File: src/rtl/uart_pkg.sv
// Shared types and constants for the MMIO UART transmit path.
//   uart_tx_state_t : transmit FSM state encoding
//   UART_TX_ADDR    : byte address of the transmit data register on the core's write bus
//   UART_DATA_BITS  : data bits per frame (8N1)
package uart_pkg;

    typedef enum logic [1:0] {
        IDLE  = 2'd0,
        START = 2'd1,
        DATA  = 2'd2,
        STOP  = 2'd3
    } uart_tx_state_t;

    localparam logic [31:0] UART_TX_ADDR   = 32'h0000_1000;
    localparam int unsigned UART_DATA_BITS = 8;

endpackage

File: src/rtl/sync_fifo.sv
// Single-clock FIFO with registered occupancy count.
// Ports:
//   clk_i    : clock, all logic on posedge
//   rst_i    : synchronous active-high reset, empties the FIFO
//   push_i   : write request; ignored while full
//   wdata_i  : write data
//   pop_i    : read request; ignored while empty
//   rdata_o  : head-of-queue data, valid whenever empty_o is low
//   full_o   : count == DEPTH
//   empty_o  : count == 0
//   count_o  : number of stored entries
module sync_fifo #(
    parameter int unsigned WIDTH = 8,
    parameter int unsigned DEPTH = 16
) (
    input  logic                     clk_i,
    input  logic                     rst_i,
    input  logic                     push_i,
    input  logic [WIDTH-1:0]         wdata_i,
    input  logic                     pop_i,
    output logic [WIDTH-1:0]         rdata_o,
    output logic                     full_o,
    output logic                     empty_o,
    output logic [$clog2(DEPTH):0]   count_o
);

    localparam int unsigned PtrW = $clog2(DEPTH);
    localparam int unsigned CntW = PtrW + 1;
    localparam logic [CntW-1:0] FullCnt = CntW'(DEPTH);

    logic [WIDTH-1:0] mem_q [DEPTH];
    logic [PtrW-1:0]  wr_ptr_q, wr_ptr_d;
    logic [PtrW-1:0]  rd_ptr_q, rd_ptr_d;
    logic [CntW-1:0]  count_q, count_d;
    logic             push_ok;
    logic             pop_ok;

    // Full/empty come from the registered count, so a pop in the same cycle
    // never frees room for a push that cycle.
    assign full_o  = (count_q == FullCnt);
    assign empty_o = (count_q == '0);
    assign push_ok = push_i && !full_o;
    assign pop_ok  = pop_i && !empty_o;
    assign rdata_o = mem_q[rd_ptr_q];
    assign count_o = count_q;

    always_comb begin
        wr_ptr_d = wr_ptr_q;
        rd_ptr_d = rd_ptr_q;
        count_d  = count_q;
        // DEPTH is a power of two, so pointer arithmetic wraps naturally.
        if (push_ok) begin
            wr_ptr_d = wr_ptr_q + PtrW'(1);
        end
        if (pop_ok) begin
            rd_ptr_d = rd_ptr_q + PtrW'(1);
        end
        unique case ({push_ok, pop_ok})
            2'b10:   count_d = count_q + CntW'(1);
            2'b01:   count_d = count_q - CntW'(1);
            default: count_d = count_q;
        endcase
    end

    always_ff @(posedge clk_i) begin
        if (rst_i) begin
            wr_ptr_q <= '0;
            rd_ptr_q <= '0;
            count_q  <= '0;
        end else begin
            wr_ptr_q <= wr_ptr_d;
            rd_ptr_q <= rd_ptr_d;
            count_q  <= count_d;
        end
    end

    // Storage needs no reset: an entry is only read after it has been written.
    always_ff @(posedge clk_i) begin
        if (push_ok) begin
            mem_q[wr_ptr_q] <= wdata_i;
        end
    end

endmodule

File: src/rtl/uart_tx_serializer.sv
// MMIO UART transmitter: buffers bytes written by the core and emits them as 8N1 on txd_o.
// A full FIFO drops the write and sets a sticky overflow flag instead of stalling the bus.
// Ports:
//   clk_i        : clock, all logic on posedge
//   rst_i        : synchronous active-high reset; aborts any frame, discards queued bytes
//   tx_en_i      : write strobe, one byte per asserted cycle
//   tx_data_i    : write-bus data, only [7:0] is transmitted
//   tx_ready_o   : FIFO not full
//   fifo_count_o : bytes queued, excluding the byte on the wire
//   busy_o       : frame in progress or bytes queued
//   overflow_o   : sticky, a write arrived while full
//   txd_o        : registered serial output, idles high
module uart_tx_serializer
    import uart_pkg::*;
#(
    parameter int unsigned CLK_DIV    = 868,
    parameter int unsigned FIFO_DEPTH = 16
) (
    input  logic                          clk_i,
    input  logic                          rst_i,
    input  logic                          tx_en_i,
    input  logic [31:0]                   tx_data_i,
    output logic                          tx_ready_o,
    output logic [$clog2(FIFO_DEPTH):0]   fifo_count_o,
    output logic                          busy_o,
    output logic                          overflow_o,
    output logic                          txd_o
);

    localparam int unsigned BaudW = $clog2(CLK_DIV);
    localparam logic [BaudW-1:0] BaudLoad = BaudW'(CLK_DIV - 1);
    localparam logic [2:0] BitLast = 3'(UART_DATA_BITS - 1);

    uart_tx_state_t                state_q, state_d;
    logic [BaudW-1:0]              baud_q, baud_d;
    logic [2:0]                    bit_idx_q, bit_idx_d;
    logic [UART_DATA_BITS-1:0]     shift_q, shift_d;
    logic                          txd_q, txd_d;
    logic                          overflow_q, overflow_d;

    logic                          fifo_pop;
    logic                          fifo_full;
    logic                          fifo_empty;
    logic [UART_DATA_BITS-1:0]     fifo_rdata;
    logic [$clog2(FIFO_DEPTH):0]   fifo_count;
    logic                          baud_done;

    // Upper write-bus bits are deliberately dropped at the FIFO input.
    logic unused_tx_data_hi;
    assign unused_tx_data_hi = ^tx_data_i[31:UART_DATA_BITS];

    sync_fifo #(
        .WIDTH (UART_DATA_BITS),
        .DEPTH (FIFO_DEPTH)
    ) u_fifo (
        .clk_i   (clk_i),
        .rst_i   (rst_i),
        .push_i  (tx_en_i),
        .wdata_i (tx_data_i[UART_DATA_BITS-1:0]),
        .pop_i   (fifo_pop),
        .rdata_o (fifo_rdata),
        .full_o  (fifo_full),
        .empty_o (fifo_empty),
        .count_o (fifo_count)
    );

    assign baud_done = (baud_q == '0);

    always_comb begin
        state_d   = state_q;
        baud_d    = baud_q;
        bit_idx_d = bit_idx_q;
        shift_d   = shift_q;
        fifo_pop  = 1'b0;

        unique case (state_q)
            IDLE: begin
                if (!fifo_empty) begin
                    fifo_pop = 1'b1;
                    shift_d  = fifo_rdata;
                    state_d  = START;
                    baud_d   = BaudLoad;
                end
            end
            START: begin
                if (baud_done) begin
                    state_d   = DATA;
                    bit_idx_d = '0;
                    baud_d    = BaudLoad;
                end else begin
                    baud_d = baud_q - BaudW'(1);
                end
            end
            DATA: begin
                if (baud_done) begin
                    baud_d = BaudLoad;
                    if (bit_idx_q == BitLast) begin
                        state_d = STOP;
                    end else begin
                        shift_d   = shift_q >> 1;
                        bit_idx_d = bit_idx_q + 3'd1;
                    end
                end else begin
                    baud_d = baud_q - BaudW'(1);
                end
            end
            STOP: begin
                if (baud_done) begin
                    // Chain straight into the next start bit to keep frames contiguous.
                    if (!fifo_empty) begin
                        fifo_pop = 1'b1;
                        shift_d  = fifo_rdata;
                        state_d  = START;
                        baud_d   = BaudLoad;
                    end else begin
                        state_d = IDLE;
                        baud_d  = '0;
                    end
                end else begin
                    baud_d = baud_q - BaudW'(1);
                end
            end
            default: begin
                state_d = IDLE;
                baud_d  = '0;
            end
        endcase

        // txd is decoded from next state so the register lines up with state_q.
        unique case (state_d)
            START:   txd_d = 1'b0;
            DATA:    txd_d = shift_d[0];
            default: txd_d = 1'b1;
        endcase

        overflow_d = overflow_q | (tx_en_i & fifo_full);
    end

    always_ff @(posedge clk_i) begin
        if (rst_i) begin
            state_q    <= IDLE;
            baud_q     <= '0;
            bit_idx_q  <= '0;
            shift_q    <= '0;
            txd_q      <= 1'b1;
            overflow_q <= 1'b0;
        end else begin
            state_q    <= state_d;
            baud_q     <= baud_d;
            bit_idx_q  <= bit_idx_d;
            shift_q    <= shift_d;
            txd_q      <= txd_d;
            overflow_q <= overflow_d;
        end
    end

    assign txd_o        = txd_q;
    assign tx_ready_o   = !fifo_full;
    assign fifo_count_o = fifo_count;
    assign busy_o       = (state_q != IDLE) || !fifo_empty;
    assign overflow_o   = overflow_q;

endmodule

File: config.mk
export PLATFORM = sky130hd
export DESIGN_NAME = uart_tx_serializer
export DESIGN_NICKNAME = d
export VERILOG_FILES = /design/src/rtl/uart_pkg.sv /design/src/rtl/sync_fifo.sv /design/src/rtl/uart_tx_serializer.sv
export SDC_FILE = /design/constraint.sdc
export NUM_CORES = 1
export LEC_CHECK = 0
export BUFFER_PORTS_ARGS = -buffer_cell sky130_fd_sc_hd__buf_4
export CAP_MARGIN = 20
export CORE_ASPECT_RATIO = 1.25
export CORE_MARGIN = 2
export CORE_UTILIZATION = 60
export DETAILED_ROUTE_END_ITERATION = 7
export GPL_TIMING_DRIVEN = 0
export PLACE_DENSITY = 0.79
export RECOVER_POWER = 50
export SYNTH_ARGS = -nofsm -noshare
export SYNTH_HDL_FRONTEND = slang
export SYNTH_SLANG_ARGS = --single-unit
export TNS_END_PERCENT = 1
File: constraint.sdc
create_clock -name clk_i -period 6.9 [get_ports clk_i]
set_input_delay 1.035 -clock clk_i [delete_from_list [all_inputs] [get_ports clk_i]]
set_output_delay 1.035 -clock clk_i [all_outputs]
set_load 0.005 [all_outputs]
==> reports/results.ini, run 1 <==
[status]
outcome = finished, final reports clean

[timing]
skew_ns = 0.00501
holdWs_ns = 0.480
fmax_mhz = 245
maxSlewViolCount = 0
worst_pin_slew_ns = 1.16
post-route-period-util = 0.591
rsz0062_at_grt = false
tns_ns = 0
slew-limit-headroom = 0.225
post-route-min-period_ns = 4.08
hold_viol = 0
finalSetupViolations = 0

[setup_path]
worstSetupPathType = reg -> out
crit_chain = clkbuf_1, or4_1, nor3b_1, inv_1, buf_4
cp_slowest_cell = nor3b_1
worstRegToRegCells = 13
cp_num_cells = 5
crit_start = u_fifo.count_o[1]
path_buf_inv = 3
cp_max_fo = 8
cp.arrival_ns = 3.05
endpoint_kind = output pin
cpPeakStageDelay_ns = 0.94
cp_top_family = simple AND/OR/NAND/NOR gates
worstSetupStartpointType = flop
worstPathRequired_ns = 5.86
worstReg2RegStart = baud_q[0]

[logic_synthesis]
synthCells = 478
yosysTopAreaCellShare = 0.522
yosysMostFrequentCell = edfxtp_1
yosys_warnings = 0
synth_ff_type = edfxtp_1
syn_area_sq_um = 7370
ys_types = 62
yosysSeqAreaShare = 0.636
synthArstFlopShare = 0
yosys-top-cells-area = edfxtp_1 52%, dfxtp_1 11%, mux4_2 7.9%, mux4_1 4.6%, ha_1 2.9%
syn_nets = 530
avgSynthCellArea_sq_um = 15.4
synth_top_cell_by_area = edfxtp_1
synthTopCellsByCount = 128 x edfxtp_1, 51 x nor2_1, 42 x dfxtp_1
synth_edf_count = 128
ys_ff_latch = 170

[clock_network]
ctsHoldBuffers = 0
cts_buffers = 17
path_clk_slew_ns = 0.06
root_buffer = clkbuf_16
clk_path_buf_depth = 2
cts_tree = built
h-tree-depth = 4
clock-sinks = 170
clock_latency_ns = 0.42
cts_resized = 0
cts_setup_buffers = 0

[power]
p_int_mw = 2.27
total_leakage_power_nw = 2.82
peakVddDrop_mv = 0.247
p_clk_frac = 0.298
p_seq_frac = 0.382
pwr-share-comb = 0.319
power_density_nw_per_um2 = 403
power_mw = 3.33
switchingPower_mw = 1.07
swShare = 0.320

[detailed_routing]
drt-initial-drc-count = 383
top_layer = met4
wl_met2_microns = 8450
dr.pass1.iters = 7
wl_met3_microns = 865
drt-total-wl_microns = 15200
ant_nets = 0
num_vias = 4284
drc = 0
wl_met1_microns = 5560
via_per_inst = 6.19
wl_per_cell_microns = 22.0

[die]
die_x_microns = 103
pin_count = 44
coreArea_sq_um = 12000
die_y_microns = 128
die-area_sq_um = 13200
initial_core_util = 0.611
rows = 45

[global_routing]
globalRouteTotalUtil = 0.252
first_global_vias = 4262
grt_max_degree = 17
grt_overflow_total = 0
grt_pass1_wl_microns = 23600
antenna_found_initial = 0

[place]
portBuffers = 18
place_area_sq_um = 7730
gp_congestion = 0.872
dp_hpwl_microns = 10000

[final_layout]
layout-drive-gt1-share = 0.161
antenna_cells = 0
num-fill-cells = 859
area_delta_synth_final_pct = 12.3
postLayoutCellArea_sq_um = 8270
num-nets-final = 567

[min_path]
hold_depth = 2
hp-class = reg -> reg
hold_start = overflow_o

[job]
cap_violations = 0

[final timing paths]
kind / end / slack, ns
worst min register to register: overflow_o / 0.48
worst min-delay path: overflow_o / 0.48
worst max register to register: u_fifo.count_o[4] / 3.18
worst max-delay path: busy_o / 2.82
[power groups by stage]
stage / clock network, mW / registers (mW) / logic, mW
4_1_cts: 1.01 / 1.28 / 1.10
6_report: 0.994 / 1.27 / 1.06
2_1_floorplan: 0 / 1.28 / 0.831
5_1_grt: 1.05 / 1.29 / 1.18
3_5_place_dp: 0 / 1.29 / 1.09
3_3_place_gp: 0 / 1.29 / 1.05
[tightest hold or removal path: stages (launching register included)]
cell	delay [ns]
dfxtp_1	0.33
a31oi_1	0.04
nor2_1	0.07
[placed cells by master, fill, tap and decap left out, types with 5 or more instances in the layout]
cell and count:
xor2_1 11, nor2_1 52, clkbuf_1 24, o21ai_0 8, buf_2 6, clkbuf_4 6, dfxtp_1 42, inv_1 10
nand2b_1 7, xnor2_1 5, or3_1 5, edfxtp_1 128, mux2i_1 7, a21oi_1 12, nor3_1 14, ha_1 17
clkbuf_16 17, mux4_2 26, nand2_1 20, mux4_1 13, nor2b_1 11, a221o_1 5
[kinds of logic after synthesis]
group	synth area share
DFF	0.636
xor gates and xnor gates	0.0190
muxes	0.135
and+or+nand+nor	0.0941
buffers and inverters	0.0297
AOI/OAI and AO/OA	0.0569
adders and majority gates	0.0289
[flip-flops by register name, indices dropped and copies added (netlist names), named ones only]
signal	count
u_fifo.mem_q	128
baud_q	10
u_fifo.count_o	5
bit_idx_q	3
shift_q	8
u_fifo.rd_ptr_q	4
u_fifo.wr_ptr_q	4
state_q	2
overflow_o	1
txd_o	1
[per-stage QoR]
step           instances  utilization  worst slack, ns
2_1_floorplan        478            -             3.56
3_3_place_gp         660        0.640             3.18
3_5_place_dp         660        0.641             3.15
4_1_cts              692        0.693             3.42
5_1_grt              692        0.686             2.72
6_report             692        0.686             2.82
[area by class of cell]
| cell class | count | area, sq um | share of cell area |
|---|---|---|---|
| plain buffers | 26 | 171 | 0.0207 |
| clock buffers | 18 | 429 | 0.0519 |
| clock inverters | 14 | 193 | 0.0233 |
| inverters | 10 | 37.5 | 0.00454 |
| multi-input cells | 272 | 2450 | 0.296 |
| flip-flops and latches | 170 | 4680 | 0.566 |
| well taps | 164 | 205 | 0.0248 |
| repair buffers | 18 | 97.6 | 0.0118 |
[metal layers]
layer / global-route usage / up-vias
met2: 0.445 / 147
met4: 0.0937 / 0
met5: 0 / -
met3: 0.0600 / 25
li1: - / 1927
met1: 0.297 / 2185
No activity file was read; power rests on OpenSTA's default activity.
==> inputs of run 2 (changes only) <==
--- a/config.mk
+++ b/config.mk
@@ -5,6 +5,7 @@
 export SDC_FILE = /design/constraint.sdc
 export NUM_CORES = 1
 export LEC_CHECK = 0
+export ABC_AREA = 1
 export BUFFER_PORTS_ARGS = -buffer_cell sky130_fd_sc_hd__buf_4
 export CAP_MARGIN = 20
 export CORE_ASPECT_RATIO = 1.25
==> constraint.sdc (replaced) <==
create_clock -name clk_i -period 4.3 [get_ports clk_i]
set_input_delay 0.645 -clock clk_i [delete_from_list [all_inputs] [get_ports clk_i]]
set_output_delay 0.645 -clock clk_i [all_outputs]
set_load 0.005 [all_outputs]
==> run 2 against run 1 <==
  * Worst hold slack lost 0.032 ns
  * Worst setup slack lost 1.4 ns
  * Sequential cell count is the same
  * Synthesized area grew 1.8%
  * Synthesized cell count grew 49%
  * Critical endpoint is now u_fifo.count_o[4]
  * Global-route usage grew 3.4 points
  * Cell area grew 1.5%
  * Highest routed layer unchanged
  * Non-clock buffer count grew 3
==> reports/results.ini, run 2 <==
[logic_synthesis]
synthArstFlopShare = 0
synthTopCellsByCount = 128 x edfxtp_1, 125 x nor2_1, 87 x o21ai_0
synth-xor-area-share = 0.00818
yosys-top-cells-area = edfxtp_1 51%, dfxtp_1 11%, nor2_1 6.3%, o21ai_0 5.8%, nand2_1 3.7%
synth_top_family_by_area = simple AND/OR/NAND/NOR gates
synth_edf_count = 128
yosysSeqAreaShare = 0.625
yosys_warnings = 0
synth_ff_type = edfxtp_1
syn_nets = 763
synthCells = 711
synth_compound_area_frac = 0.140
yosysTopAreaCellShare = 0.513
syn_area_sq_um = 7500
synth_fa_ha_area_frac = 0.0284
synth_top_cell_by_area = edfxtp_1
ys_ff_latch = 170
synthMuxAreaShare = 0
synthSimpleGateAreaFrac = 0.153
yosysMostFrequentCell = edfxtp_1
ys_types = 43
avgSynthCellArea_sq_um = 10.5

[clock_network]
clock_latency_ns = 0.44
cts_tree = built
h-tree-depth = 4
cts_setup_buffers = 0
clock-sinks = 170
cts_buffers = 17
root_buffer = clkbuf_16
clk_path_buf_depth = 2
path_clk_slew_ns = 0.06
cts_resized = 0
ctsHoldBuffers = 0

[detailed_routing]
ant_nets = 0
num_vias = 5674
drt-initial-drc-count = 458
via_per_inst = 6.13
wl_per_cell_microns = 19.8
dr.pass1.iters = 5
drc = 0
drt-total-wl_microns = 18300

[die]
die-area_sq_um = 13400
coreArea_sq_um = 12200
die_y_microns = 129
die_x_microns = 104
rows = 45
initial_core_util = 0.616
pin_count = 44

[final_layout]
num-fill-cells = 945
layout-drive-gt1-share = 0.0920
final_common_cell = edfxtp_1
antenna_cells = 0
largest_reg_flops = 128
reg_top3 = u_fifo.mem_q: 128 flops, baud_q: 10 flops, shift_q: 8 flops
postLayoutCellArea_sq_um = 8390
layout_common_cells = 128 x edfxtp_1, 126 x nor2_1, 88 x o21ai_0, 79 x nand2_1, 51 x inv_1
num-nets-final = 800
area_delta_synth_final_pct = 12.0
regMostFlops = u_fifo.mem_q

[timing]
fmax_mhz = 342
post-route-min-period_ns = 2.93
tns_ns = 0
post-route-period-util = 0.680
skew_ns = 0.00695
maxSlewViolCount = 0
slew-limit-headroom = 0.357
worst_pin_slew_ns = 0.960
hold_viol = 0
finalSetupViolations = 0
holdWs_ns = 0.449
rsz0062_at_grt = false

[setup_path]
cpMostUsedCell = nand2_1
crit_chain = inv_1, ha_1, inv_1, nor2_1, nand3_2, nand2_1, nand2_1, clkinvlp_2, ha_1, xnor2_1, inv_1, ha_1, inv_1, nand2_1, nand2_1, nand2_1, nand2_1, nand2_1, nand2_1, a21oi_1
cp_slowest_cell = dfxtp_1
endpoint_kind = flop
cpPeakStageDelay_ns = 0.40
worstReg2RegStart = baud_q[0]
worstSetupPathType = reg -> reg
worstRegToRegCells = 20
rrSetupSlack_ns = 1.37
worstPathRequired_ns = 4.60
cp.arrival_ns = 3.22
worstSetupStartpointType = flop
cp_max_fo = 8
r2r_end = u_fifo.count_o[4]

[power]
p_int_mw = 3.47
peakVddDrop_mv = 0.428
p_clk_frac = 0.295
p_seq_frac = 0.370
pwr-share-comb = 0.335
total_leakage_power_nw = 3.03
swShare = 0.366
power_density_nw_per_um2 = 651
switchingPower_mw = 2.00

[min_path]
hold_depth = 3
min_to = overflow_o
hp-class = in -> reg
hold_start = tx_en_i

[place]
place_area_sq_um = 7840
portBuffers = 18
dp_hpwl_microns = 12400
gp_congestion = 0.902

[job]
cap_violations = 0

[global_routing]
grt_pass1_wl_microns = 28800
first_global_vias = 5573
antenna_found_initial = 0
globalRouteTotalUtil = 0.287
grt_max_degree = 17
grt_overflow_total = 0

[status]
outcome = finished, final reports clean

## run 2: cell count changes after synthesis, sizes merged, moves of 24 or more
cell,change
o21ai,+86
nand2,+62
mux4,-39
nand3,+24
inv,+44
nor2,+78
## run 2: kinds of logic after synthesis
kind of cell | count (synthesis)
buffers and inverters | 84
AND/OR/NAND/NOR | 258
XOR/XNOR | 7
adder cells (fa/ha/maj) | 17
AO/OA/AOI/OAI | 175
flip-flops | 170
## run 2: per-stage QoR
stage / utilization / instances / power (mW) / worst slack (ns)
after floorplan: - / 711 / 3.36 / 2.00
after global placement: 0.644 / 893 / 3.80 / 1.71
after detailed placement: 0.644 / 893 / 3.88 / 1.65
after CTS: 0.696 / 925 / 5.49 / 1.63
after global routing: 0.690 / 925 / 5.76 / 1.05
final: 0.690 / 925 / 5.47 / 1.37
## run 2: cell type report
| type | instances | area (sq um) | area share |
|---|---|---|---|
| Sequential cell | 170 | 4680 | 0.558 |
| Multi-Input combinational cell | 457 | 2440 | 0.291 |
| Clock buffer | 17 | 425 | 0.0507 |
| Inverter | 55 | 208 | 0.0247 |
| Tap cell | 164 | 205 | 0.0244 |
| Clock inverter | 15 | 198 | 0.0236 |
| Buffer | 29 | 130 | 0.0155 |
| Timing Repair Buffer | 18 | 101 | 0.0121 |
## run 2: worst max path at each step
stage	slack, ns	cells past startpoint	end	from
2_1_floorplan	2.00	20	u_fifo.count_o[4]	baud_q[0]
3_3_place_gp	1.71	20	u_fifo.count_o[4]	baud_q[0]
3_5_place_dp	1.65	20	u_fifo.count_o[4]	baud_q[0]
4_1_cts	1.63	20	u_fifo.count_o[4]	baud_q[0]
5_1_grt	1.05	20	u_fifo.count_o[4]	baud_q[0]
6_report	1.37	20	u_fifo.count_o[4]	baud_q[0]
## run 2: routing by layer
layer | wire length [microns] | vias to the layer above | share of wire | GRT usage
met1 | 6580 | 2674 | 0.36 | 0.329
met3 | 1720 | 62 | 0.094 | 0.0664
met2 | 9260 | 338 | 0.50 | 0.505
met5 | 0 | - | 0 | 0
met4 | 785 | 0 | 0.043 | 0.149
li1 | - | 2600 | - | -
## run 2: power by group through the flow
stage	combinational (mW)	sequential, mW	clock (mW)
after floorplan	1.33	2.03	0
after global placement	1.76	2.05	0
after detailed placement	1.83	2.06	0
after CTS	1.85	2.02	1.62
after global routing	2.04	2.04	1.68
final	1.83	2.02	1.61
## run 2: worst max-delay path, delay by kind of cell, from the launching register on
kind	cells	cell delay [ns]
XOR/XNOR	1	0.20
AND/OR/NAND/NOR	10	0.96
flip-flops	1	0.40
buffers and inverters	5	0.48
adder cells (fa/ha/maj)	3	0.70
AO/OA/AOI/OAI	1	0.05
==> inputs of run 3 (changes only) <==
==> constraint.sdc (replaced) <==
create_clock -name clk_i -period 2.95 [get_ports clk_i]
set_input_delay 0.4425 -clock clk_i [delete_from_list [all_inputs] [get_ports clk_i]]
set_output_delay 0.4425 -clock clk_i [all_outputs]
set_load 0.005 [all_outputs]
==> run 3 against run 2 <==
  * Worst setup slack worse by 1.1 ns
  * Cell area is 0.28% higher
  * Die area stayed put
  * Clock skew is 0.00060 ns higher
  * Routed wire length is 0.28% higher
  * Global-route usage stayed put
  * Critical path type is now reg -> out
  * Largest cell class unchanged
  * Largest power group unchanged
==> reports/results.ini, run 3 (synthesis results as in run 2) <==
[clock_network]
root_buffer = clkbuf_16
clk_path_buf_depth = 2
cts_tree = built
cts_setup_buffers = 0
path_clk_slew_ns = 0.06
ctsHoldBuffers = 0
cts_resized = 0
cts_buffers = 17
clock_latency_ns = 0.44
clock-sinks = 170
h-tree-depth = 4

[timing]
post-route-period-util = 0.898
worst_pin_slew_ns = 0.962
hold_viol = 0
skew_ns = 0.00755
setup_ws_ns = 0.302
post-route-min-period_ns = 2.65
slew-limit-headroom = 0.356
finalSetupViolations = 0
fmax_mhz = 378
rsz0062_at_grt = false
tns_ns = 0
maxSlewViolCount = 0

[setup_path]
worstPathRequired_ns = 2.51
cp.arrival_ns = 2.21
rrSetupSlack_ns = 0.31
path_buf_inv = 4
cp_top_family = buffers and inverters
worstSetupStartpointType = flop
crit_chain = inv_1, ha_1, inv_1, nor2_1, inv_1, buf_4
worstRegToRegCells = 19
cpMostUsedCell = inv_1
worstReg2RegStart = state_q[0]
cp_max_fo = 9
cp_slowest_cell = nor2_1
endpoint_kind = output pin
cpPeakStageDelay_ns = 0.51
worstSetupPathType = reg -> out
r2r_end = u_fifo.count_o[4]

[final_layout]
multi_input_area_sq_um = 2460
reg_top3 = u_fifo.mem_q: 128 flops, baud_q: 10 flops, shift_q: 8 flops
largest_reg_flops = 128
area_delta_synth_final_pct = 12.3
layout_common_cells = 128 x edfxtp_1, 126 x nor2_1, 88 x o21ai_0, 76 x nand2_1, 51 x inv_1
regArea_sq_um = 4680
layout-drive-gt1-share = 0.0959
antenna_cells = 0
final_common_cell = edfxtp_1
num-fill-cells = 939
layoutNonFillerInstCount = 925
num-nets-final = 800
regMostFlops = u_fifo.mem_q

[global_routing]
grt_pass1_wl_microns = 28800
met1_usage = 0.329
grt_overflow_total = 0
globalRouteTotalUtil = 0.287
grtUsageMet2 = 0.505
use_met3 = 0.0664
busiest_layer = met2
grt_max_degree = 17
first_global_vias = 5573
antenna_found_initial = 0

[place]
pre_cts_ws_ns = 0.301
portBuffers = 18
gp_congestion = 0.902
dp_hpwl_microns = 12400
placed_cells = 893

[die]
coreArea_sq_um = 12200
die_x_microns = 104
initial_core_util = 0.616
die_y_microns = 129
die-area_sq_um = 13400
pin_count = 44
rows = 45

[min_path]
hp-class = in -> reg
min_to = overflow_o
hold_start = tx_en_i
hold_depth = 3

[power]
peakVddDrop_mv = 0.623
total_leakage_power_nw = 3.05
power_density_nw_per_um2 = 951

[job]
cap_violations = 0

[detailed_routing]
num_vias = 5670
drt-total-wl_microns = 18400
wl_per_cell_microns = 19.9
via_per_inst = 6.13
dr.pass1.iters = 6
drc = 0
ant_nets = 0
drt-initial-drc-count = 416

[status]
outcome = finished, final reports clean

[run 3: changes by cell type in the layout (fill, tap and decap cells not counted)]
cell and delta:
nand2_1 -3, nand2_4 +3, buf_4 -1, clkbuf_4 +1
clkinvlp_2 -1, inv_4 +1
[run 3: final cells by class]
class,count,share of cell area
flip-flops and latches,170,0.556
clock inverters,15,0.0235
clock buffers,17,0.0505
inverters,55,0.0248
plain buffers,29,0.0155
well taps,164,0.0244
multi-input cells,457,0.293
repair buffers,18,0.0120
[run 3: worst max-delay path by stage]
stage,end,startpoint,cells after the start
after floorplan,u_fifo.count_o[4],baud_q[0],20
after global placement,u_fifo.count_o[4],baud_q[0],20
after detailed placement,u_fifo.count_o[4],baud_q[0],20
after CTS,u_fifo.count_o[4],baud_q[0],20
after global routing,u_fifo.count_o[4],state_q[0],19
final,busy_o,state_q[0],6
[run 3: power breakdown]
part | switching, mW | internal, mW
clock | 0.933 | 1.42
sequential | 0.162 | 2.79
combinational | 1.84 | 0.865
total | 2.94 | 5.07
[run 3: metrics by stage]
stage	power [mW]	cell area [sq um]	hold slack [ns]	util
floorplan	4.89	7500	0.444	-
global placement	5.54	7840	0.453	0.644
detailed placement	5.66	7840	0.458	0.644
CTS	8.00	8460	0.251	0.696
global route	8.44	8420	0.255	0.692
finish	8.01	8420	0.246	0.692
[run 3: worst register-to-register path, cell delays in order, from the launching register on]
cell and delay [ns]:
dfxtp_1 0.35, inv_1 0.12, ha_1 0.37, inv_1 0.12, nand2_1 0.07, inv_1 0.13
nand2_4 0.09, inv_4 0.08, ha_1 0.28, xnor2_1 0.17, inv_1 0.06, ha_1 0.17
inv_1 0.05, nand2_1 0.08, nand2_1 0.10, nand2_1 0.06, nand2_1 0.05, nand2_1 0.05
nand2_1 0.05, a21oi_1 0.05
[run 3: per-layer routing]
metal / vias to the layer above / share of wire
met3: 61 / 0.083
met4: 0 / 0.040
met1: 2678 / 0.37
met2: 334 / 0.51
met5: - / 0
li1: 2597 / -
